File: config.mk
export PLATFORM = sky130hd
export DESIGN_NAME = mc_ctrl
export DESIGN_NICKNAME = d
export VERILOG_FILES = /design/src/rtl/mc_pkg.sv /design/src/rtl/mc_class_dec.sv /design/src/rtl/mc_ctrl.sv
export SDC_FILE = /design/constraint.sdc
export NUM_CORES = 1
export LEC_CHECK = 0
export CORE_AREA = 2 2 45 57
export DETAILED_ROUTE_END_ITERATION = 10
export DIE_AREA = 0 0 47 59
export GPL_TIMING_DRIVEN = 0
export PLACE_DENSITY = 0.75
export SETUP_SLACK_MARGIN = 0.2
export SLEW_MARGIN = 20
export SYNTH_ARGS = -nofsm -noshare
export SYNTH_HDL_FRONTEND = slang
export SYNTH_HIERARCHICAL = 1
export SYNTH_SLANG_ARGS = --single-unit
File: constraint.sdc
create_clock -name clk -period 2.35 [get_ports clk]
set_clock_uncertainty 0.2 [all_clocks]
set_input_delay 0.235 -clock clk [delete_from_list [all_inputs] [get_ports clk]]
set_output_delay 0.235 -clock clk [all_outputs]
set_load 0.05 [all_outputs]
File: src/rtl/mc_pkg.sv
// mc_pkg: shared encodings for the multi-cycle controller.
// States, select codes, opcode/funct constants and the class bundle.
package mc_pkg;

  typedef enum logic [2:0] {
    S_IF  = 3'd0,
    S_ID  = 3'd1,
    S_EX  = 3'd2,
    S_MEM = 3'd3,
    S_WB  = 3'd4
  } state_t;

  localparam logic [1:0] NPC_PC4 = 2'd0;
  localparam logic [1:0] NPC_BR  = 2'd1;
  localparam logic [1:0] NPC_J   = 2'd2;
  localparam logic [1:0] NPC_JR  = 2'd3;

  localparam logic [1:0] ALU_ADD = 2'd0;
  localparam logic [1:0] ALU_SUB = 2'd1;
  localparam logic [1:0] ALU_OR  = 2'd2;
  localparam logic [1:0] ALU_LUI = 2'd3;

  localparam logic [1:0] A3_RD = 2'd0;
  localparam logic [1:0] A3_RT = 2'd1;
  localparam logic [1:0] A3_RA = 2'd2;

  localparam logic [1:0] WD_ALU = 2'd0;
  localparam logic [1:0] WD_MEM = 2'd1;
  localparam logic [1:0] WD_PC  = 2'd2;

  localparam logic [5:0] OP_RTYPE = 6'h00;
  localparam logic [5:0] OP_ORI   = 6'h0d;
  localparam logic [5:0] OP_LW    = 6'h23;
  localparam logic [5:0] OP_SW    = 6'h2b;
  localparam logic [5:0] OP_BEQ   = 6'h04;
  localparam logic [5:0] OP_LUI   = 6'h0f;
  localparam logic [5:0] OP_JAL   = 6'h03;

  localparam logic [5:0] F_ADDU = 6'h21;
  localparam logic [5:0] F_SUBU = 6'h23;
  localparam logic [5:0] F_JR   = 6'h08;

  typedef struct packed {
    logic jr;
    logic jal;
    logic lui;
    logic beq;
    logic sw;
    logic lw;
    logic ori;
    logic subu;
    logic addu;
  } cls_t;

endpackage

File: src/rtl/mc_class_dec.sv
// mc_class_dec: opcode/funct to one-hot instruction class.
// valid_o is low for any encoding outside the supported set.
module mc_class_dec
  import mc_pkg::*;
(
  input  logic [5:0] opcode_i,
  input  logic [5:0] funct_i,
  output cls_t       cls_o,
  output logic       valid_o
);

  always_comb begin
    cls_o = '0;
    case (opcode_i)
      OP_RTYPE: begin
        case (funct_i)
          F_ADDU:  cls_o.addu = 1'b1;
          F_SUBU:  cls_o.subu = 1'b1;
          F_JR:    cls_o.jr   = 1'b1;
          default: cls_o      = '0;
        endcase
      end
      OP_ORI:  cls_o.ori = 1'b1;
      OP_LW:   cls_o.lw  = 1'b1;
      OP_SW:   cls_o.sw  = 1'b1;
      OP_BEQ:  cls_o.beq = 1'b1;
      OP_LUI:  cls_o.lui = 1'b1;
      OP_JAL:  cls_o.jal = 1'b1;
      default: cls_o     = '0;
    endcase
  end

  assign valid_o = |cls_o;

endmodule

File: src/rtl/mc_ctrl.sv
// mc_ctrl: multi-cycle main controller for the shared datapath.
// FSM, class register, memory timeout counter and control decode.
module mc_ctrl
  import mc_pkg::*;
#(
  parameter int MEM_TIMEOUT = 0,
  parameter int TO_W        = 8
) (
  input  logic       clk,
  input  logic       reset_n,
  input  logic [5:0] opcode,
  input  logic [5:0] funct,
  input  logic       zero,
  input  logic       mem_ready,
  output logic [2:0] state,
  output logic       mem_req,
  output logic       mem_we,
  output logic       addr_sel,
  output logic       ir_we,
  output logic       pc_we,
  output logic [1:0] npc_sel,
  output logic [1:0] alu_op,
  output logic       alu_b_sel,
  output logic       ext_op,
  output logic       reg_we,
  output logic [1:0] a3_sel,
  output logic [1:0] wd_sel,
  output logic       illegal,
  output logic       mem_err
);

  state_t          state_q, state_d;
  cls_t            cls_q, cls_d;
  logic [TO_W-1:0] to_q, to_d;
  cls_t            dec_cls;
  logic            dec_valid;
  logic            waiting;
  logic            to_hit;

  mc_class_dec u_dec (
    .opcode_i (opcode),
    .funct_i  (funct),
    .cls_o    (dec_cls),
    .valid_o  (dec_valid)
  );

  assign waiting = ((state_q == S_IF) || (state_q == S_MEM))
                 && !mem_ready;
  assign to_hit  = (MEM_TIMEOUT > 0) && waiting
                 && (to_q == TO_W'(MEM_TIMEOUT - 1));

  // counter only runs while a request is pending; any exit clears it
  always_comb begin
    state_d = state_q;
    cls_d   = cls_q;
    to_d    = '0;
    if ((MEM_TIMEOUT > 0) && waiting && !to_hit)
      to_d = to_q + TO_W'(1);
    case (state_q)
      S_IF: begin
        if (mem_ready) state_d = S_ID;
      end
      S_ID: begin
        cls_d = dec_cls;
        if (!dec_valid || dec_cls.jal || dec_cls.jr)
          state_d = S_IF;
        else
          state_d = S_EX;
      end
      S_EX: begin
        if (cls_q.lw || cls_q.sw)
          state_d = S_MEM;
        else if (cls_q.beq || cls_q.jal || cls_q.jr)
          state_d = S_IF;
        else
          state_d = S_WB;
      end
      S_MEM: begin
        if (mem_ready)
          state_d = cls_q.sw ? S_IF : S_WB;
        else if (to_hit)
          state_d = S_IF;
      end
      S_WB:    state_d = S_IF;
      default: state_d = S_IF;
    endcase
  end

  always_ff @(posedge clk or negedge reset_n) begin
    if (!reset_n) begin
      state_q <= S_IF;
      cls_q   <= '0;
      to_q    <= '0;
    end else begin
      state_q <= state_d;
      cls_q   <= cls_d;
      to_q    <= to_d;
    end
  end

  assign state = state_q;

  // reset masks every strobe; only the IF fetch request stays up
  always_comb begin
    mem_req   = 1'b0;
    mem_we    = 1'b0;
    addr_sel  = 1'b0;
    ir_we     = 1'b0;
    pc_we     = 1'b0;
    npc_sel   = NPC_PC4;
    alu_op    = ALU_ADD;
    alu_b_sel = 1'b0;
    ext_op    = 1'b0;
    reg_we    = 1'b0;
    a3_sel    = A3_RD;
    wd_sel    = WD_ALU;
    illegal   = 1'b0;
    mem_err   = 1'b0;
    if (state_q == S_IF) mem_req = 1'b1;
    if (reset_n) begin
      case (state_q)
        S_IF: begin
          ir_we   = mem_ready;
          pc_we   = mem_ready;
          mem_err = to_hit;
        end
        S_ID: begin
          if (!dec_valid) begin
            illegal = 1'b1;
          end else if (dec_cls.jal) begin
            reg_we  = 1'b1;
            a3_sel  = A3_RA;
            wd_sel  = WD_PC;
            pc_we   = 1'b1;
            npc_sel = NPC_J;
          end else if (dec_cls.jr) begin
            pc_we   = 1'b1;
            npc_sel = NPC_JR;
          end
        end
        S_EX: begin
          unique case (1'b1)
            cls_q.beq: begin
              alu_op = ALU_SUB;
              if (zero) begin
                pc_we   = 1'b1;
                npc_sel = NPC_BR;
              end
            end
            cls_q.lw, cls_q.sw: begin
              alu_op    = ALU_ADD;
              alu_b_sel = 1'b1;
              ext_op    = 1'b1;
            end
            cls_q.subu: alu_op = ALU_SUB;
            cls_q.ori: begin
              alu_op    = ALU_OR;
              alu_b_sel = 1'b1;
            end
            cls_q.lui: begin
              alu_op    = ALU_LUI;
              alu_b_sel = 1'b1;
            end
            default: alu_op = ALU_ADD;
          endcase
        end
        S_MEM: begin
          mem_req  = 1'b1;
          addr_sel = 1'b1;
          mem_we   = cls_q.sw;
          mem_err  = to_hit;
        end
        S_WB: begin
          reg_we = 1'b1;
          a3_sel = (cls_q.lw || cls_q.ori || cls_q.lui) ? A3_RT : A3_RD;
          wd_sel = cls_q.lw ? WD_MEM : WD_ALU;
        end
        default: mem_req = 1'b0;
      endcase
    end
  end

endmodule
==> reports/metrics.yaml <==
startpoint_type: "input pin"
vias_per_cell: 5.22
htreeDepth: 1
drive_above_1_share_pct: 53.1
firstDrtPassIters: 4
outcome: "finished with violations"
ir_drop_v: 0.000322
fmax_ghz: 0.405
path_class: "input pin to output pin"
failed_checks: "negative setup slack"
grt-ovfl-total: 0
wl_mm: 2.32
final_cell_mix: "dfrtp_1, buf_4, buf_6, mux2_2, clkdlybuf4s50_1"
maxCapViolCount: 0
antenna_found_initial: 0
fin_nets: 164
wl_per_cell_um: 13.0
critical_path.max_fanout: 5
io_buffers: 35
drc: 0
rows: 19
setup_ws_ns: -0.117
syn_area_per_cell_um2: 8.86
slew_headroom_pct: 63.0
grt_max_degree: 12
total_power_w: 0.000571
setup_viol: 7
cts_tree: "done"
clkTransAtPathRegs_ns: 0.07
vias: 930
power.leakage_nw: 0.686
top_layer_used: "met4"
grt_pass1_wl_mm: 3.89
antennaDiodeCount: 0
wl_met3_um: 114
dp_slack_ns: -1.23
rsz0062_at_grt: "yes"
synth_area_um2: 886
clock-root-buffer: "clkbuf_4"
period_share_pct: 105
drt_iter0_markers: 1
grt_pass1_vias: 972
crit_required_ns: 1.91
cts_made_buffers: 3
fin_crit_ns: 2.47
clock_path_buffers: 2
worstMarginPinSlew_ns: 0.554
syn_to_final_growth_pct: 70.1
dieArea_um2: 2770
hold_slack_ns: 0.184
track_usage_pct: 19.3
coreArea_um2: 2190
wl_met2_mm: 1.32
final_util_pct: 68.9
placed_area_um2: 1360
hp-class: "input pin to register"
postLayoutCellArea_um2: 1510
clk_latency_ns: 0.27
fp.dieH_um: 59
final_common_cell: "dfrtp_1"
mappedNetlistNets: 116
die_x_um: 47
clock_sinks: 11
start_util_pct: 40.5
cp.arrival_ns: 2.03
hold_viol: 0
ant_nets: 0
postSynthCellCount: 100
ioPinCount: 37
gp_congestion: 0.812
wirelength_met1_um: 846
hpwlAfterDp_mm: 1.82
drv_slew: 0
yosys_warnings: 6
endpoint_kind: "output pin"
p_per_area_nw_per_um2: 379
path summary, 6_finish.rpt:
check,start,endpoint,slack (ns),depth (start not counted)
hold / removal,opcode[5],cls_q[2]$_DFFE_PN0P_,0.18,3
setup reg to reg,state[2]$_DFFE_PN0P_,cls_q[6]$_DFFE_PN0P_,0.60,4
hold reg to reg,cls_q[2]$_DFFE_PN0P_,cls_q[2]$_DFFE_PN0P_,0.31,1
min in group asynchronous,reset_n,state[1]$_DFFE_PN0P_,0.48,2
max in group asynchronous,reset_n,cls_q[2]$_DFFE_PN0P_,1.11,2
setup / recovery,opcode[4],reg_we,-0.12,8
state kept, by name, indices dropped and copies added (netlist names):
signal and flops:
cls_q 8, state 3
cell type report:
type	instances	area, um^2
Sequential cell	11	275
Clock buffer	4	26.3
Buffer	6	53.8
Fill cell	201	681
Timing Repair Buffer	43	423
Inverter	6	22.5
Multi-Input combinational cell	77	667
Tap cell	31	38.8
power by group:
group | internal [W] | switching [W] | total [W]
Combinational | 0.000102 | 0.000138 | 0.000240
Clock | 0.0000658 | 0.0000640 | 0.000130
Sequential | 0.000196 | 0.00000517 | 0.000201
Total | 0.000364 | 0.000207 | 0.000571
worst max-delay path, stage by stage:
cell and delay [ns]:
buf_6 0.09, or3_4 0.38, or4_4 0.46, a21oi_2 0.13, a311o_2 0.21, and4_4 0.28, a31o_4 0.11, buf_8 0.14
repair_timing:
item	in CTS	in global routing
endpoints found under the setup margin	18	17
pin swaps	5	8
hold buffers	1	0
gates resized for setup	122	17
hold endpoints to repair	11	0
buffers inserted	4	3
per-layer routing:
metal	up-vias	global-route usage [%]
met3	5	1.83
met1	434	20.1
li1	456	-
met5	-	0
met4	0	9.52
met2	35	36.4
through the flow:
stage | TNS (ns) | instances
after floorplan | -0.427 | 100
after global placement | -14.17 | 166
after detailed placement | -14.72 | 166
after CTS | -0.942 | 175
after global routing | -0.905 | 178
final | -0.576 | 178
Power figures use the tool's default switching activity.
==> patch: new RTL, same settings <==
Reset style: synchronous (`reset_n`), changed in one clocked block.
--- a/src/rtl/mc_ctrl.sv
+++ b/src/rtl/mc_ctrl.sv
@@ -87,5 +87,5 @@
   end
 
-  always_ff @(posedge clk or negedge reset_n) begin
+  always_ff @(posedge clk) begin
     if (!reset_n) begin
       state_q <= S_IF;
Function: differs if reset_n is asserted again (counterexample within 4 cycles, from zero or initial values and one cycle with reset_n low); with reset_n held inactive, the same outputs for 10 cycles.
==> patch against the unedited design <==
The flow still finishes with violations (negative setup slack). Die area unchanged. Sequential share of layout area is 2.5 points lower. First-iteration DRC count grew to 6.0 times the old value. Cell area shrank 6.6%. Routed wire length increased by 3.6%. Cell count is 1.1% higher. Synthesized cell count up 7.0%. Area after synthesis decreased by 2.0%. Sequential cell count stayed put. Worst setup slack improved by 0.013 ns. Total power fell by 22%.
==> patch: results (changes against the unedited design) <==
grt_pass1_vias: 959  # was 972
grt_usage_pct: 18.73  # was 19.35%
synth_nets: 123  # was 116
max-slew-margin-rel_pct: 66.18  # was 62.97%
arrival_ns: 2.02
crit_type: "in -> out"  # unchanged
antenna_found_initial: 0  # unchanged
vdd.ir_drop.worst_v: 0.0002293  # was 0.0003220 V
critPathMaxFanout: 6  # was 5
htreeDepth: 1  # unchanged
r2r_start: "state[2]$_SDFFE_PN0P_"  # was state[2]$_DFFE_PN0P_
hp-class: "in -> reg"  # unchanged
hold_start: "opcode[4]"  # was opcode[5]
vias_per_cell: 5.344  # was 5.225
cts_root_buffer: "clkbuf_4"  # unchanged
power_leakage_uw: 0.0005620  # was 0.0006864 uW
insertion_delay_ns: 0.27  # about the same
violations: "negative setup slack"  # unchanged
largest_register_ff_count: 8  # unchanged
cts_buffers: 3  # unchanged
cts_buffer_depth: 2  # unchanged
fin_nets: 166  # was 164
drt_iter0_markers: 6  # was 1
status: "finished with violations"  # unchanged
hpwl_mm: 1.931  # was 1.819 mm
drt_pass1_iterations: 3  # was 4
fin_ws_ns: -0.1036  # was -0.1167 ns
layoutNonFillerInstCount: 180  # was 178
largest_register: "cls_q"  # unchanged
port_buffers: 35  # unchanged
setup_violations: 5  # was 7
path_clk_slew_ns: 0.06
ys_warn_count: 6  # unchanged
grt_max_degree: 11  # was 12
crit_start: "opcode[5]"  # was opcode[4]
diodes: 0  # unchanged
finalWirelength_mm: 2.403  # was 2.319 mm
reg2reg_depth: 5  # was 4
hold-path-cell-count: 5  # was 3
grt_first_pass_wirelength_mm: 3.877  # was 3.891 mm
synth_cells: 107  # was 100
gp_congestion: 0.8196  # was 0.8121
drive_gt1_share_pct: 38.26  # was 53.06%
setup_tns_ns: -0.2871  # was -0.5757 ns
-- patch: repair_timing --
action	4_1_cts	5_1_grt
endpoints found under the setup margin	18	15
pin swaps	7	9
hold buffers	0	0
gates resized for setup	106	22
hold endpoints to repair	0	0
buffers inserted	2	1
-- patch: layer usage --
layer	share of wire (%)	track usage, %	vias up
met5	0	0	-
met3	5.7	2.134	9
met1	39	20.57	444
met4	1.7	7.143	0
met2	53	34.83	42
li1	-	-	467
-- patch: worst max-delay path: stages --
cell	delay [ns]
buf_8	0.10
or3_4	0.38
or4_4	0.46
a21oi_2	0.12
a311o_2	0.19
nand4b_1	0.18
a21oi_4	0.19
buf_6	0.17
-- patch: where the power goes --
part           internal [uW]  total, uW  switching [uW]
Clock                   65.7        128            62.5
Combinational           58.6        127            68.0
Sequential               188        190            1.67
Total                    312        445             132
-- patch: final timing paths --
kind / to / slack (ns)
worst min-delay path: cls_q[6]$_SDFFE_PN0N_ / 0.20
worst min register to register: cls_q[2]$_SDFFE_PN0N_ / 0.34
worst max-delay path: npc_sel[0] / -0.10
worst max register to register: cls_q[7]$_SDFFE_PN0N_ / 0.81
-- patch: cell type report --
| type | count | area, um^2 |
|---|---|---|
| Inverter | 4 | 15.01 |
| Fill cell | 203 | 780.7 |
| Timing Repair Buffer | 38 | 375.4 |
| Tap cell | 31 | 38.79 |
| Clock buffer | 4 | 26.28 |
| Sequential cell | 11 | 221.5 |
| Multi-Input combinational cell | 85 | 664.4 |
| Buffer | 7 | 65.06 |
-- patch: stage by stage --
step                utilization, %  worst slack [ns]  area (um^2)
CTS                          63.84           -0.1637         1396
detailed placement           61.16            -1.178         1338
global placement             61.16            -1.133         1338
floorplan                        -          -0.01624        948.4
global route                 64.30           -0.1616         1406
finish                       64.30           -0.1036         1406
